## src/rtl/chirp_sweep.sv

```systemverilog
// rtl/chirp_sweep.sv - linear-FM sweep controller driving NCO control word and NCO reset
module chirp_sweep #(
    parameter int W  = 32,
    parameter int RW = 32,
    parameter int GW = 8,
    parameter int NW = 8
) (
    input  logic          clk,
    input  logic          rst,
    input  logic          start,
    input  logic          stop,
    input  logic [1:0]    mode,
    input  logic [W-1:0]  min_ctrl,
    input  logic [W-1:0]  max_ctrl,
    input  logic [W-1:0]  step,
    input  logic [RW-1:0] div_rate,
    input  logic [GW-1:0] gap,
    input  logic [NW-1:0] count,
    output logic [W-1:0]  nco_ctrl,
    output logic          nco_reset,
    output logic          busy,
    output logic          sweep_start,
    output logic          done,
    output logic          err
);

    typedef enum logic [1:0] {
        S_IDLE  = 2'd0,
        S_SWEEP = 2'd1,
        S_GAP   = 2'd2
    } state_t;

    localparam logic [1:0] MODE_DOWN = 2'd1;
    localparam logic [1:0] MODE_TRI  = 2'd2;

    // State, captured configuration and registered outputs
    state_t        state_q,       state_d;
    logic [1:0]    mode_q,        mode_d;
    logic [W-1:0]  min_q,         min_d;
    logic [W-1:0]  max_q,         max_d;
    logic [W-1:0]  step_q,        step_d;
    logic [RW-1:0] div_q,         div_d;
    logic [GW-1:0] gap_q,         gap_d;
    logic [NW-1:0] count_q,       count_d;
    logic [RW-1:0] rate_q,        rate_d;
    logic [GW-1:0] gap_cnt_q,     gap_cnt_d;
    logic [NW-1:0] sweep_cnt_q,   sweep_cnt_d;
    logic          down_q,        down_d;
    logic [W-1:0]  nco_q,         nco_d;
    logic          nco_reset_q,   nco_reset_d;
    logic          busy_q,        busy_d;
    logic          sweep_start_q, sweep_start_d;
    logic          done_q,        done_d;
    logic          err_q,         err_d;

    // Datapath helpers derived from the captured configuration
    logic [W-1:0]  start_val;
    logic          start_down;
    logic [W:0]    up_sum;
    logic [W-1:0]  up_next;
    logic [W-1:0]  down_room;
    logic [W-1:0]  down_next;
    logic [W-1:0]  tri_turn;
    logic          tick;
    logic          seg_end;
    logic [NW-1:0] sweep_cnt_inc;
    logic          last_sweep;
    logic [W-1:0]  step_in;
    logic [W-1:0]  start_val_in;

    // Next-value arithmetic: one extra bit on the way up, room check on the way down, so stepping clamps instead of wrapping
    always_comb begin
        start_down    = (mode_q == MODE_DOWN);
        start_val     = start_down ? max_q : min_q;
        up_sum        = {1'b0, nco_q} + {1'b0, step_q};
        up_next       = (up_sum > {1'b0, max_q}) ? max_q : up_sum[W-1:0];
        down_room     = nco_q - min_q;
        down_next     = (down_room > step_q) ? (nco_q - step_q) : min_q;
        tri_turn      = ((max_q - min_q) > step_q) ? (max_q - step_q) : min_q;
        tick          = (rate_q == div_q);
        seg_end       = down_q ? (nco_q == min_q) : (nco_q == max_q);
        sweep_cnt_inc = sweep_cnt_q + NW'(1);
        last_sweep    = (count_q != '0) && (sweep_cnt_inc == count_q);
        step_in       = (step == '0) ? W'(1) : step;
        start_val_in  = (mode == MODE_DOWN) ? max_ctrl : min_ctrl;
    end

    // Next-state logic for the IDLE/SWEEP/GAP controller; pulses default low every cycle
    always_comb begin
        state_d       = state_q;
        mode_d        = mode_q;
        min_d         = min_q;
        max_d         = max_q;
        step_d        = step_q;
        div_d         = div_q;
        gap_d         = gap_q;
        count_d       = count_q;
        rate_d        = rate_q;
        gap_cnt_d     = gap_cnt_q;
        sweep_cnt_d   = sweep_cnt_q;
        down_d        = down_q;
        nco_d         = nco_q;
        nco_reset_d   = nco_reset_q;
        busy_d        = busy_q;
        sweep_start_d = 1'b0;
        done_d        = 1'b0;
        err_d         = 1'b0;

        case (state_q)
            S_IDLE: begin
                // start together with stop is deliberately ignored
                if (start && !stop) begin
                    if (min_ctrl > max_ctrl) begin
                        err_d = 1'b1;
                    end else begin
                        mode_d        = mode;
                        min_d         = min_ctrl;
                        max_d         = max_ctrl;
                        step_d        = step_in;
                        div_d         = div_rate;
                        gap_d         = gap;
                        count_d       = count;
                        rate_d        = '0;
                        gap_cnt_d     = '0;
                        sweep_cnt_d   = '0;
                        down_d        = (mode == MODE_DOWN);
                        nco_d         = start_val_in;
                        nco_reset_d   = 1'b0;
                        busy_d        = 1'b1;
                        sweep_start_d = 1'b1;
                        state_d       = S_SWEEP;
                    end
                end
            end

            S_SWEEP: begin
                if (stop) begin
                    state_d     = S_IDLE;
                    nco_d       = '0;
                    nco_reset_d = 1'b1;
                    busy_d      = 1'b0;
                    rate_d      = '0;
                    gap_cnt_d   = '0;
                end else if (!tick) begin
                    rate_d = rate_q + RW'(1);
                end else begin
                    rate_d = '0;
                    if (!seg_end) begin
                        nco_d = down_q ? down_next : up_next;
                    end else if ((mode_q == MODE_TRI) && !down_q) begin
                        // Turnaround takes its first downward step on the same tick
                        down_d = 1'b1;
                        nco_d  = tri_turn;
                    end else begin
                        sweep_cnt_d = sweep_cnt_inc;
                        if (last_sweep) begin
                            state_d     = S_IDLE;
                            nco_d       = '0;
                            nco_reset_d = 1'b1;
                            busy_d      = 1'b0;
                            done_d      = 1'b1;
                        end else if (gap_q == '0) begin
                            down_d        = start_down;
                            nco_d         = start_val;
                            sweep_start_d = 1'b1;
                        end else begin
                            state_d     = S_GAP;
                            gap_cnt_d   = '0;
                            down_d      = start_down;
                            nco_d       = start_val;
                            nco_reset_d = 1'b1;
                        end
                    end
                end
            end

            S_GAP: begin
                if (stop) begin
                    state_d     = S_IDLE;
                    nco_d       = '0;
                    nco_reset_d = 1'b1;
                    busy_d      = 1'b0;
                    rate_d      = '0;
                    gap_cnt_d   = '0;
                end else if (gap_cnt_q == (gap_q - GW'(1))) begin
                    // Entering GAP counts as the first gap cycle, so leave after gap_q cycles in total
                    state_d       = S_SWEEP;
                    gap_cnt_d     = '0;
                    rate_d        = '0;
                    nco_d         = start_val;
                    nco_reset_d   = 1'b0;
                    sweep_start_d = 1'b1;
                end else begin
                    gap_cnt_d = gap_cnt_q + GW'(1);
                end
            end

            default: begin
                state_d     = S_IDLE;
                nco_d       = '0;
                nco_reset_d = 1'b1;
                busy_d      = 1'b0;
            end
        endcase
    end

    // Register all state and outputs; reset is asynchronous so the NCO is held immediately
    always_ff @(posedge clk or posedge rst) begin
        if (rst) begin
            state_q       <= S_IDLE;
            mode_q        <= '0;
            min_q         <= '0;
            max_q         <= '0;
            step_q        <= '0;
            div_q         <= '0;
            gap_q         <= '0;
            count_q       <= '0;
            rate_q        <= '0;
            gap_cnt_q     <= '0;
            sweep_cnt_q   <= '0;
            down_q        <= 1'b0;
            nco_q         <= '0;
            nco_reset_q   <= 1'b1;
            busy_q        <= 1'b0;
            sweep_start_q <= 1'b0;
            done_q        <= 1'b0;
            err_q         <= 1'b0;
        end else begin
            state_q       <= state_d;
            mode_q        <= mode_d;
            min_q         <= min_d;
            max_q         <= max_d;
            step_q        <= step_d;
            div_q         <= div_d;
            gap_q         <= gap_d;
            count_q       <= count_d;
            rate_q        <= rate_d;
            gap_cnt_q     <= gap_cnt_d;
            sweep_cnt_q   <= sweep_cnt_d;
            down_q        <= down_d;
            nco_q         <= nco_d;
            nco_reset_q   <= nco_reset_d;
            busy_q        <= busy_d;
            sweep_start_q <= sweep_start_d;
            done_q        <= done_d;
            err_q         <= err_d;
        end
    end

    assign nco_ctrl    = nco_q;
    assign nco_reset   = nco_reset_q;
    assign busy        = busy_q;
    assign sweep_start = sweep_start_q;
    assign done        = done_q;
    assign err         = err_q;

endmodule

```

## config.mk

```make
export PLATFORM = sky130hd
export DESIGN_NAME = chirp_sweep
export DESIGN_NICKNAME = d
export VERILOG_FILES = /design/src/rtl/chirp_sweep.sv
export SDC_FILE = /design/constraint.sdc
export NUM_CORES = 1
export LEC_CHECK = 0
export CAP_MARGIN = 20
export CORE_MARGIN = 2
export CORE_UTILIZATION = 45
export DETAILED_ROUTE_END_ITERATION = 10
export SETUP_SLACK_MARGIN = 0.05
export SYNTH_ARGS = -nofsm -noshare
export SYNTH_HDL_FRONTEND = slang
export SYNTH_SLANG_ARGS = --single-unit
```

## constraint.sdc

```tcl
create_clock -name clk -period 21.8 [get_ports clk]
set_clock_uncertainty 0.2 [all_clocks]
set_input_delay 4.36 -clock clk [delete_from_list [all_inputs] [get_ports clk]]
set_output_delay 4.36 -clock clk [all_outputs]
set_load 0.02 [all_outputs]
```

==> impl_metrics.yaml <==
run_status:
  run_status: "completed"
route:
  wl_per_cell_um: 24.36
  drc: 0
  drt_iter0_markers: 2035
  wl_um: 91820
  ant_nets: 0
  vias: 23310
  dr.pass1.iters: 6
  via_per_inst: 6.184
synthesis:
  syn_inst: 2925
  async_reset_ff_frac: 1.000
  synth_nets: 3369
  synth_top_area_share: 0.2394
  syn-cell-area_mm2: 0.02435
  yosys.cell_count.top_type: "ha_1"
  synth.mux.area_fraction: 0.07938
  synth-xor-area-share: 0.08704
  syn_avg_cell_area_um2: 8.326
  synthSimpleGateAreaFrac: 0.1539
  synth_warnings: 0
  synth-seq-cells: 234
  yosysTopAreaCell: "dfrtp_1"
  synth-seq-area-share: 0.2405
  synth_commonest_cells: "289 x ha_1, 247 x a21oi_1, 233 x dfrtp_1"
  synth_ff_type: "dfrtp_1"
  synth-edff-count: 0
  synth_area_leaders: "dfrtp_1 24%, ha_1 15%, xnor2_1 6.1%"
  synth_compound_gate_area_share: 0.2344
  yosysUniqueCellTypes: 97
  synthAdderAreaFrac: 0.1526
  synth_top_family_by_area: "compound AO/OA/AOI/OAI gates"
worst_setup_path:
  path_cells: "clkdlybuf4s50_1 > inv_1 > ha_1 > nor2b_1 > o21a_1 > o21ai_0 > nand2b_1 > a211oi_1 > nand4_1 > nand2_1 > nand3_1 > buf_4 > nor3_1 > nand3_1 > o211ai_1"
  cp.depth: 15
  critical_path.slowest_cell: "nor3_1"
  crit_buf_inv: 3
  path_class: "primary input to flip-flop"
  arrival_ns: 8.17
  startpoint_type: "primary input"
  slowest_delay_ns: 0.77
  cp-end-kind: "flip-flop"
  r2r_setup_slack_ns: 13.91
  cp_max_fo: 36
  cp.required_ns: 22.07
  r2r_start: "nco_ctrl[1]"
  path_common_cell: "nand3_1"
  r2r_end: "nco_ctrl[25]"
  worst-r2r-cell-count: 23
  critPathTopFamily: "simple AND/OR/NAND/NOR gates"
cells_and_area:
  final-seq-area_mm2: 0.005857
  antenna_cells: 0
  multi_input_area_mm2: 0.01727
  areaGrowthSynthToFinish_pct: 14.59
  layout-drive-gt1-share: 0.07840
  fin_nets: 3496
  final_util: 0.5196
  fin_cells: 3770
  fillCellCount: 5109
worst_hold_path:
  hold_start: "nco_reset"
  hold_class: "flip-flop to flip-flop"
  min_delay_path_depth: 2
  hold_path_end: "nco_reset"
floorplanning:
  die_area_mm2: 0.05599
  start_util: 0.4534
  die_height_um: 236.6
  ios: 187
  core_area_mm2: 0.05371
  rows: 85
  fp.dieW_um: 236.6
timing:
  fin_setup_tns_ns: 0
  report.final.hold_viol_count: 0
  finalWorstSetupSlack_ns: 13.90
  post-route-period-util: 0.3623
  worstMarginPinSlew_ns: 1.149
  finalCriticalPeriod_ns: 7.897
  clock.fmax_mhz: 126.6
  rsz0062_at_grt: "no"
  relSlewSlack: 0.2340
  finalSetupViolations: 0
  slew_violations: 0
clock_network:
  cts.clk_slew.worst_paths_ns: 0.06
  postCtsHoldBufs: 0
  cts_made_buffers: 30
  clkSinkCount: 234
  post_cts.repair.setup_buffers: 0
  post_cts_resized: 0
  clock-root-buffer: "clkbuf_16"
  tritoncts: "done"
  htree_num_levels: 1
  cts_buffer_depth: 3
  clk_latency_ns: 0.59
place:
  port_buffers: 186
  placedCellCount: 3716
  place_congestion: 0.9527
  place_hpwl_um: 74260
  dp_slack_ns: 13.37
global_route:
  grt_pass1_wl_um: 138200
  grt_use_total: 0.3206
  grt_overflow: 0
  grt_pass1_vias: 22780
  grt_max_degree: 98
  antenna_found_initial: 1
run:
  drv_cap: 0
==> cells in the final DEF (no fill, tap or decap), types with 58 or more instances in the layout <==
cell type and n:
nor2_1 212, xnor2_1 169, mux2_2 121, ha_1 289
a21oi_1 247, clkdlybuf4s50_1 186, xor2_1 73, nand2_1 186
o21ai_0 179, a21o_1 88, nand3_1 58, nand4_1 67
inv_1 204, dfrtp_1 233
==> per-layer routing <==
| metal | part of all wire | GRT usage |
|---|---|---|
| met5 | 0.00014 | 0 |
| met4 | 0.034 | 0.1020 |
| met3 | 0.074 | 0.04920 |
| met2 | 0.44 | 0.4985 |
| met1 | 0.45 | 0.4560 |
==> sequential cells by signal (all words and copies together) (netlist names) <==
signal / cells
rate_q: 32
state_q: 2
step_q: 32
down_q: 1
gap_q: 8
done: 1
nco_ctrl: 32
mode_q: 2
div_q: 32
max_q: 32
sweep_start: 1
err: 1
min_q: 32
sweep_cnt_q: 8
busy: 1
gap_cnt_q: 8
count_q: 8
nco_reset: 1
==> layout make-up <==
| type | count | share of cell area |
|---|---|---|
| Clock inverter | 9 | 0.005560 |
| Multi-Input combinational cell | 2366 | 0.6187 |
| Tap cell | 696 | 0.03121 |
| Timing Repair Buffer | 213 | 0.07398 |
| Inverter | 207 | 0.02811 |
| Sequential cell | 234 | 0.2099 |
| Clock buffer | 45 | 0.03255 |
==> worst register-to-register path, cell delays in order, from the launching register on <==
cell	delay, ns
dfrtp_1	0.61
ha_1	0.34
or2_2	0.27
o211ai_1	0.30
a311oi_1	0.21
o31ai_1	0.46
o211ai_1	0.18
a21oi_1	0.49
nor4b_1	0.12
a41oi_1	0.49
nand2_1	0.16
ha_1	0.33
nand4_1	0.23
nor4_1	0.64
and3_1	0.41
mux2_2	0.21
a31oi_1	0.08
a2111o_1	0.49
a21oi_4	0.12
buf_4	0.51
nor2_2	0.19
a221o_1	0.38
a221oi_1	0.25
o21ai_1	0.11
==> kinds of logic (layout without fill, tap and decap cells) <==
logic type	count (synthesis)	after routing
and+or+nand+nor	766	766
xor gates and xnor gates	242	242
buffers and inverters	325	474
adders and majority gates	294	294
DFF	234	234
AOI/OAI and AO/OA	886	886
muxes	178	178
==> worst max-delay path by stage <==
stage	slack, ns	startpoint	end
6_report	13.90	max_ctrl[1]	nco_ctrl[20]
5_1_grt	13.66	nco_ctrl[1]	nco_ctrl[6]
4_1_cts	13.97	max_ctrl[1]	nco_ctrl[0]
3_5_place_dp	13.37	max_ctrl[31]	step_q[12]
3_3_place_gp	13.43	max_ctrl[30]	step_q[10]
2_1_floorplan	10.82	rst	busy
==> stage by stage <==
stage          hold WS, ns  cell area (µm²)
6_report            0.2692            27910
5_1_grt             0.3000            27910
4_1_cts             0.2679            27910
3_5_place_dp        0.2532            26840
3_3_place_gp        0.2593            26830
2_1_floorplan       0.2692            24350
Power is left out: the tool's default activity adds up to more than one toggle a clock period on the data nets, which glitch-free logic cannot reach.
